**src/rtl/gpu_fill_circle_stream.sv**
```systemverilog
// +------------------------------------------------------------------------+
// | gpu_fill_circle_stream: clipped, de-duplicated filled-disc pixel stream |
// | with valid/ready output. Option: GPU_FILL_CIRCLE_COLOR_EN (colour pass) |
// | Revision: 1.0                                                            |
// +------------------------------------------------------------------------+
`default_nettype none

module gpu_fill_circle_stream #(
  parameter int WIDTH_BITS   = 10,
  parameter int HEIGHT_BITS  = 9,
  parameter int SCREEN_W     = 640,
  parameter int SCREEN_H     = 480,
  parameter int CHANNEL_BITS = 8
) (
  input  logic                    clk,
  input  logic                    rst,
  input  logic                    start_i,
  input  logic [WIDTH_BITS-1:0]   xC_i,
  input  logic [HEIGHT_BITS-1:0]  yC_i,
  input  logic [WIDTH_BITS-1:0]   rad_i,
  output logic                    busy_o,
  output logic                    done_o,
  output logic                    pix_valid_o,
  input  logic                    pix_ready_i,
  output logic [WIDTH_BITS-1:0]   X_o,
`ifdef GPU_FILL_CIRCLE_COLOR_EN
  input  logic [CHANNEL_BITS-1:0] r_i,
  input  logic [CHANNEL_BITS-1:0] g_i,
  input  logic [CHANNEL_BITS-1:0] b_i,
  output logic [CHANNEL_BITS-1:0] r_o,
  output logic [CHANNEL_BITS-1:0] g_o,
  output logic [CHANNEL_BITS-1:0] b_o,
`endif
  output logic [HEIGHT_BITS-1:0]  Y_o
);

  localparam int CW = WIDTH_BITS + 2;
  localparam int SW = ((WIDTH_BITS > HEIGHT_BITS) ? WIDTH_BITS : HEIGHT_BITS) + 2;

  localparam logic [1:0] S_IDLE   = 2'd0;
  localparam logic [1:0] S_SETUP  = 2'd1;
  localparam logic [1:0] S_EMIT   = 2'd2;
  localparam logic [1:0] S_FINISH = 2'd3;

  localparam logic [1:0] C_A = 2'd0;
  localparam logic [1:0] C_B = 2'd1;
  localparam logic [1:0] C_C = 2'd2;
  localparam logic [1:0] C_D = 2'd3;

  localparam logic signed [SW-1:0] S_ZERO = '0;
  localparam logic signed [SW-1:0] X_MAX  = SW'(SCREEN_W - 1);
  localparam logic signed [SW-1:0] Y_MAX  = SW'(SCREEN_H - 1);
  localparam logic signed [CW-1:0] K_ZERO = '0;
  localparam logic signed [CW-1:0] K_ONE  = CW'(1);
  localparam logic signed [CW-1:0] K_3    = CW'(3);
  localparam logic signed [CW-1:0] K_5    = CW'(5);

  logic [1:0]              state;
  logic [1:0]              cand;
  logic [WIDTH_BITS-1:0]   xc;
  logic [HEIGHT_BITS-1:0]  yc;
  logic signed [CW-1:0]    x;
  logic signed [CW-1:0]    y;
  logic signed [CW-1:0]    f;
  logic [WIDTH_BITS-1:0]   rend;
  logic                    last_round;

  logic signed [SW-1:0]    xc_s, yc_s, x_s, y_s;
  logic signed [SW-1:0]    row, left, right, left_c, right_c;
  logic                    visible, app_b, app_cd, is_last;
  logic [1:0]              next_cand;
  logic signed [CW-1:0]    x_upd, y_upd, f_upd;
  logic                    cont;

  assign xc_s = SW'(xc);
  assign yc_s = SW'(yc);
  assign x_s  = SW'(x);
  assign y_s  = SW'(y);

  assign busy_o      = (state == S_SETUP) || (state == S_EMIT);
  assign done_o      = (state == S_FINISH);
  assign pix_valid_o = (state == S_EMIT);

  // B mirrors A unless it lands on the same row; C/D only when y is about to step.
  assign app_b  = (x != K_ZERO);
  assign app_cd = (f >= K_ZERO) && (x != y);

  always_comb begin
    row       = yc_s + x_s;
    left      = xc_s - y_s;
    right     = xc_s + y_s;
    is_last   = 1'b0;
    next_cand = C_A;
    case (cand)
      C_A: begin
        row       = yc_s + x_s;
        is_last   = !app_b && !app_cd;
        next_cand = app_b ? C_B : C_C;
      end
      C_B: begin
        row       = yc_s - x_s;
        is_last   = !app_cd;
        next_cand = C_C;
      end
      C_C: begin
        row       = yc_s + y_s;
        left      = xc_s - x_s;
        right     = xc_s + x_s;
        next_cand = C_D;
      end
      default: begin
        row       = yc_s - y_s;
        left      = xc_s - x_s;
        right     = xc_s + x_s;
        is_last   = 1'b1;
      end
    endcase
  end

  always_comb begin
    visible = (row >= S_ZERO) && (row <= Y_MAX) && (right >= S_ZERO) && (left <= X_MAX);
    left_c  = (left < S_ZERO) ? S_ZERO : left;
    right_c = (right > X_MAX) ? X_MAX : right;
  end

  always_comb begin
    if (f < K_ZERO) begin
      f_upd = f + (x <<< 1) + K_3;
      y_upd = y;
    end else begin
      f_upd = f + ((x - y) <<< 1) + K_5;
      y_upd = y - K_ONE;
    end
    x_upd = x + K_ONE;
    cont  = (x_upd <= y_upd);
  end

  // After clipping the high bits of these are always zero.
  logic unused_hi;
  assign unused_hi = ^{row[SW-1:HEIGHT_BITS], left_c[SW-1:WIDTH_BITS], right_c[SW-1:WIDTH_BITS]};

  always_ff @(posedge clk) begin
    if (rst) begin
      state      <= S_IDLE;
      cand       <= C_A;
      xc         <= '0;
      yc         <= '0;
      x          <= '0;
      y          <= '0;
      f          <= '0;
      rend       <= '0;
      last_round <= 1'b0;
      X_o        <= '0;
      Y_o        <= '0;
    end else begin
      case (state)
        S_IDLE: begin
          if (start_i) begin
            xc         <= xC_i;
            yc         <= yC_i;
            x          <= K_ZERO;
            y          <= CW'(rad_i);
            f          <= K_ONE - CW'(rad_i);
            cand       <= C_A;
            last_round <= 1'b0;
            state      <= S_SETUP;
          end
        end
        S_SETUP: begin
          if (visible) begin
            X_o   <= left_c[WIDTH_BITS-1:0];
            Y_o   <= row[HEIGHT_BITS-1:0];
            rend  <= right_c[WIDTH_BITS-1:0];
            state <= S_EMIT;
          end
          if (is_last) begin
            x          <= x_upd;
            y          <= y_upd;
            f          <= f_upd;
            cand       <= C_A;
            last_round <= !cont;
            if (!visible) state <= cont ? S_SETUP : S_FINISH;
          end else begin
            cand <= next_cand;
          end
        end
        S_EMIT: begin
          if (pix_ready_i) begin
            if (X_o == rend) state <= last_round ? S_FINISH : S_SETUP;
            else             X_o   <= X_o + 1'b1;
          end
        end
        default: state <= S_IDLE;
      endcase
    end
  end

`ifdef GPU_FILL_CIRCLE_COLOR_EN
  always_ff @(posedge clk) begin
    if (rst) begin
      r_o <= '0;
      g_o <= '0;
      b_o <= '0;
    end else if (state == S_IDLE && start_i) begin
      r_o <= r_i;
      g_o <= g_i;
      b_o <= b_i;
    end
  end
`else
  logic [CHANNEL_BITS-1:0] unused_chan;
  assign unused_chan = '0;
`endif

endmodule

`default_nettype wire
```
**config.mk**
```make
export PLATFORM = sky130hd
export DESIGN_NAME = gpu_fill_circle_stream
export DESIGN_NICKNAME = d
export VERILOG_FILES = /design/src/rtl/gpu_fill_circle_stream.sv
export SDC_FILE = /design/constraint.sdc
export NUM_CORES = 1
export LEC_CHECK = 0
export CELL_PAD_IN_SITES_DETAIL_PLACEMENT = 1
export CELL_PAD_IN_SITES_GLOBAL_PLACEMENT = 1
export CORE_MARGIN = 1
export CORE_UTILIZATION = 45
export DETAILED_ROUTE_END_ITERATION = 12
export PLACE_DENSITY = 0.81
export SYNTH_ARGS = -nofsm -noshare
export SYNTH_HDL_FRONTEND = slang
export SYNTH_SLANG_ARGS = --single-unit
```
**constraint.sdc**
```tcl
create_clock -name clk -period 8.9 [get_ports clk]
set_clock_uncertainty 0.2 [all_clocks]
set_input_delay 1.78 -clock clk [delete_from_list [all_inputs] [get_ports clk]]
set_output_delay 1.78 -clock clk [all_outputs]
set_load 0.01 [all_outputs]
```
======== Word level (Yosys, flattened, before mapping) ========
Index checks and enable logic that the tools add are counted.
Widths: inputs -> output; s select.
word-level totals
  input port bits ......................... 33
  latch bits .............................. 0
  register bits after elaboration ......... 89
  word-level logic and storage cells ...... 109
  output and inout port bits .............. 22
  memories ................................ 0
  memory bits (writable) .................. 0
  memory bits (read-only) ................. 0
operators by class
  eq/ne operators ......................... 13
  reductions and logical operators ........ 21
  divide/modulo/power cells ............... 0
  shifts and indexed selects .............. 0
  magnitude comparators ................... 9
  multipliers ............................. 0
  $add $sub $neg .......................... 17
  muxes and demuxes ....................... 38
  bitwise operators ....................... 0
operators with widths
  operator               number
  $mux 12                10
  $pmux 12 s2            3
  $mux 10                5
  $ge 12x1->1 const B    3
  $pmux 12 s3            1
  $add 10x12->12         2
  $add 11x12->12         2
  $add 12x12->12         2
  $lt 12x1->1 const B    2
  $sub 10x12->12         2
  $sub 11x12->12         2
  $mux 2                 11
  $pmux 10 s2            1
  $add 12x2->12 const B  1
  $add 12x3->12 const B  1
  $add 12x4->12 const B  1
  $gt 12x11->1 const B   1
  $le 12x10->1 const B   1
  $le 12x11->1 const B   1
  $le 12x12->1           1
  $ne 12x12->1           1
  $pmux 2 s3             2
  $reduce_bool 12->1     1
  $sub 12x2->12 const B  1
  21 further kinds       40

======== Logic depth before layout (Yosys ltp) ========
  depth in word-level cells ............... 10
  gate-level depth with buffers ........... 21
  gate-level depth less buffers ........... 19

======== Least setup slack after synthesis ========
No wires, ideal clock.
  path kind ............................... flip-flop to flip-flop
  start ................................... register cand[1]
  end ..................................... register X_o[0]
  path buffers ............................ 5
  setup time .............................. 130 ps
  arrival time ............................ 4241 ps
  slack ................................... 4328 ps
  required time ........................... 8570 ps
  clock period less this slack ............ 4572 ps
  stages on the path, launching flop included .. 20
  path through ............................ dfxtp_1 > clkbuf_1 > inv_1 > clkbuf_1 > ha_1 > buf_2 > clkbuf_1 > a222oi_1 > mux2i_1 > fa_1 > a211oi_1 > o21ai_0 > a31o_2 > or4_1 > a22oi_2 > o211a_4 > a41oi_4 > buf_6 > o211ai_2 > o41ai_2
between the ends
  word-level cells in the longest chain between the ends .. 8
  elaborated cells between the ends (all ways) .. 20
  classes of those cells .................. order compare: 5; eq/ne: 3; mux: 6; reduce/logical: 6
RTL lines
  item                                                     line  source
  start, declared                                          59    logic [1:0] cand;
  start signal, assigned                                   184   cand <= next_cand;
  $eq 2x2->1, or another cell as far along                 94    case (cand)
  $pmux 12 s3 / $reduce_or 2->1 (equally long branches)    --
  $ge 12x1->1, or another cell as far along                121   visible = (row >= S_ZERO) && (row <= Y_MAX) && (right >= S_ZERO) && (left <= X_MAX);
  $logic_and 1x1->1 / $ge 12x1->1 (equally long branches)  121
  $logic_and 1x1->1 (2 in series)                          121
  $ne 2x2->1 (no line)                                     --
  $reduce_and 4->1 (no line)                               --
  end signal, assigned                                     171   X_o <= left_c[WIDTH_BITS-1:0];
  end signal, assigned                                     190   else X_o <= X_o + 1'b1;
  end, declared                                            25    output logic [WIDTH_BITS-1:0] X_o,
Several ways; a longest one is shown, not always the timed one. The select of a mux whose other input is x is not followed.
A chain may end at the register's enable or synchronous reset.

======== Worst setup path after layout ========
  start ................................... register cand[1]
  end ..................................... register rend[6]
between the ends
  word-level cells in the longest chain between the ends .. 7
  elaborated cells between the ends (all ways) .. 17
  classes of those cells .................. order compare: 5; eq/ne: 2; mux: 4; reduce/logical: 6
RTL lines
  item                                                     line  source
  $eq 2x2->1, or another cell as far along                 94
  $pmux 12 s3 / $reduce_or 2->1 (equally long branches)    --
  $ge 12x1->1, or another cell as far along                121
  $logic_and 1x1->1 / $ge 12x1->1 (equally long branches)  121
  $logic_and 1x1->1 (2 in series)                          121
  $reduce_and 2->1 (no line)                               --
  end signal, assigned                                     173   rend <= right_c[WIDTH_BITS-1:0];
  end, declared                                            65    logic [WIDTH_BITS-1:0] rend;
Several ways; a longest one is shown, not always the timed one.

==> flow_metrics.py <==
metrics = {
    "synth": {
        "synth_common_cells": "120 x nand2_1, 108 x a21oi_1, 105 x ha_1, 89 x dfxtp_1, 83 x inv_1",
        "avgSynthCellArea_sq_um": 7.60,
        "synth_nets": 1310,
        "yosys-top-cells-area": "dfxtp_1 20%, ha_1 15%, a21oi_1 6.1%",
        "yosysWarnings": 0,
        "ys_async_sr_fraction_pct": 0,
        "synth-edff-count": 0,
        "synth.cell_area_sq_um": 8870,
        "synth.top_cell.area_share_pct": 20.1,
        "ys_seq_elements": 89,
        "yosysSeqAreaShare_pct": 20.1,
        "syn_inst": 1166,
        "synth_top_cell_by_area": "dfxtp_1",
        "synth.distinct_cells": 80,
        "dominantRegCellSynth": "dfxtp_1",
        "yosys.cell_count.top_type": "nand2_1",
    },
    "cts": {
        "insertion_delay_ps": 370,
        "clkTransAtPathRegs_ps": 80,
        "cts_setup_buffers": 0,
        "root_buffer": "clkbuf_16",
        "ctsHoldBuffers": 0,
        "htreeDepth": 3,
        "clk_path_buf_depth": 2,
        "ctsResizeCount": 0,
        "cts.sinks": 89,
        "cts_tree": "done",
        "cts_buffers": 9,
    },
    "routing": {
        "dr.pass1.iters": 4,
        "drt_iter0_drc": 389,
        "drt-vias-per-instance": 6.08,
        "vias": 8677,
        "ant_nets": 0,
        "remaining_drc_errors": 0,
        "totalWireLength_microns": 28500,
        "wl_per_cell_microns": 19.9,
    },
    "timing": {
        "worst_pin_slew_ps": 1030,
        "fin_crit_ps": 5990,
        "min_period_over_period_pct": 67.3,
        "slew_viol_final": 0,
        "setup-tns-final_ps": 0,
        "hold_violations": 0,
        "max_slew_margin_pct": 31.0,
        "rsz0062_at_grt": "no",
        "fmaxAchievable_mhz": 167,
        "finalSetupViolCount": 0,
    },
    "global_route": {
        "antenna_found_initial": 1,
        "grt_max_degree": 85,
        "grtUsageTotal_pct": 29.4,
        "grt_pass1_vias": 8784,
        "globalRouteOverflowTotal": 0,
        "grt_pass1_wl_microns": 46700,
    },
    "power": {
        "ir_worst_vdd_v": 0.000177,
        "leakagePower_nw": 4.18,
        "power_density_nw_per_um2": 399,
    },
    "critical_path": {
        "crit_type": "reg -> reg",
        "required_ps": 8900,
        "ff2ff_setup_slack_ps": 2910,
        "worstPathArrival_ps": 5990,
        "start_kind": "register",
        "worstPathMaxFanout": 25,
        "critPathCaptureType": "register",
    },
    "floorplanning": {
        "fp.dieH_microns": 142,
        "fp.dieW_microns": 142,
        "core_sq_um": 19000,
        "ios": 55,
        "initial_core_util_pct": 46.6,
        "die_area_sq_um": 20300,
        "fp-row-count": 50,
    },
    "job": {
        "cap_violations": 0,
    },
    "place": {
        "portBuffers": 54,
        "hpwl_microns": 21300,
        "place_congestion": 0.937,
        "place_area_sq_um": 9460,
    },
    "min_path": {
        "hold_path_class": "reg -> reg",
    },
    "final_layout": {
        "drive_gt1_share_pct": 4.37,
        "fin_area_sq_um": 9750,
        "nNetsFinal": 1306,
        "area_growth_pct": 9.99,
    },
    "status": {
        "status": "complete, no violations",
    },
}
==> worst max-delay path, stage by stage, from the launching register on <==
cell	delay [ps]
dfxtp_1	710
ha_1	810
inv_1	340
or3_1	420
o221ai_1	90
ha_1	330
a211oi_1	300
o21ai_0	200
a31o_2	300
or4_1	410
a22oi_2	200
o211a_4	250
nand3_2	510
a21oi_2	600
a221oi_1	150
==> sequential cells by signal, indices dropped and copies added (netlist names) <==
name / cells
X_o: 10
Y_o: 9
cand: 2
f: 12
last_round: 1
rend: 10
state: 2
x: 12
xc: 10
y: 12
yc: 9
==> final timing paths <==
check / start / to / cells after the start
worst max-delay path: cand[1] / rend[6] / 14
worst min-delay path: yc[6] / yc[6] / 2
worst max register to register: cand[1] / rend[6] / 14
worst min register to register: yc[6] / yc[6] / 2
==> kinds of logic (layout without fill, tap and decap cells) <==
| group | count (synthesis) | in the layout | share of synthesized area [%] |
|---|---|---|---|
| other | 0 | 1 | 0 |
| AND/OR/NAND/NOR | 368 | 368 | 20.0 |
| flip-flops | 89 | 89 | 20.1 |
| adder cells (fa/ha/maj) | 111 | 111 | 16.2 |
| multiplexers | 22 | 22 | 2.53 |
| buffers and inverters | 158 | 159 | 7.14 |
| XOR/XNOR | 89 | 89 | 8.79 |
| AO/OA/AOI/OAI | 329 | 329 | 25.2 |
==> cell usage in the layout, fill, tap and decap left out, drive strengths merged, types with 11 or more instances in the layout <==
cell,n
nand2,120
a21oi,109
ha,105
dfxtp,89
inv,87
nor2,71
xnor2,59
clkdlybuf4s50,53
nor3,42
o21ai,41
nand3,35
xor2,30
a21o,22
o211ai,22
mux2i,19
or3,17
a211oi,17
a31oi,15
nand4,14
nor2b,13
o21a,12
a21boi,12
nand2b,11
==> metrics by stage <==
step                      cells  worst slack [ps]  power (W)  utilization, %  hold WS [ps]
final                      1428              2910    0.00389            51.3           264
after global placement     1411              3180    0.00338            49.7           254
after global routing       1427              2540    0.00423            51.3           292
after detailed placement   1411              2960    0.00345            49.7           255
after floorplan            1166              4330    0.00272               -           241
after CTS                  1427              2920    0.00388            51.3           265
==> power breakdown <==
group          switching, W  internal (W)
Sequential         0.000157      0.000510
Combinational       0.00170       0.00112
Clock              0.000200      0.000198
==> area by class of cell <==
| class | instances | area, sq um |
|---|---|---|
| antenna | 1 | 2.50 |
| clock buffer | 9 | 225 |
| clock inverter | 7 | 68.8 |
| fill | 2407 | 9270 |
| inverter | 83 | 312 |
| multi-input combinational | 919 | 6460 |
| sequential | 89 | 1780 |
| tap | 260 | 325 |
| timing repair buffer | 60 | 581 |
==> per-layer routing <==
metal / GRT usage, % / wire length (microns)
met5: 0 / 0
met4: 12.8 / 977
met3: 3.50 / 1080
met2: 50.7 / 13700
met1: 36.6 / 12700
Power figures use the tool's default switching activity.
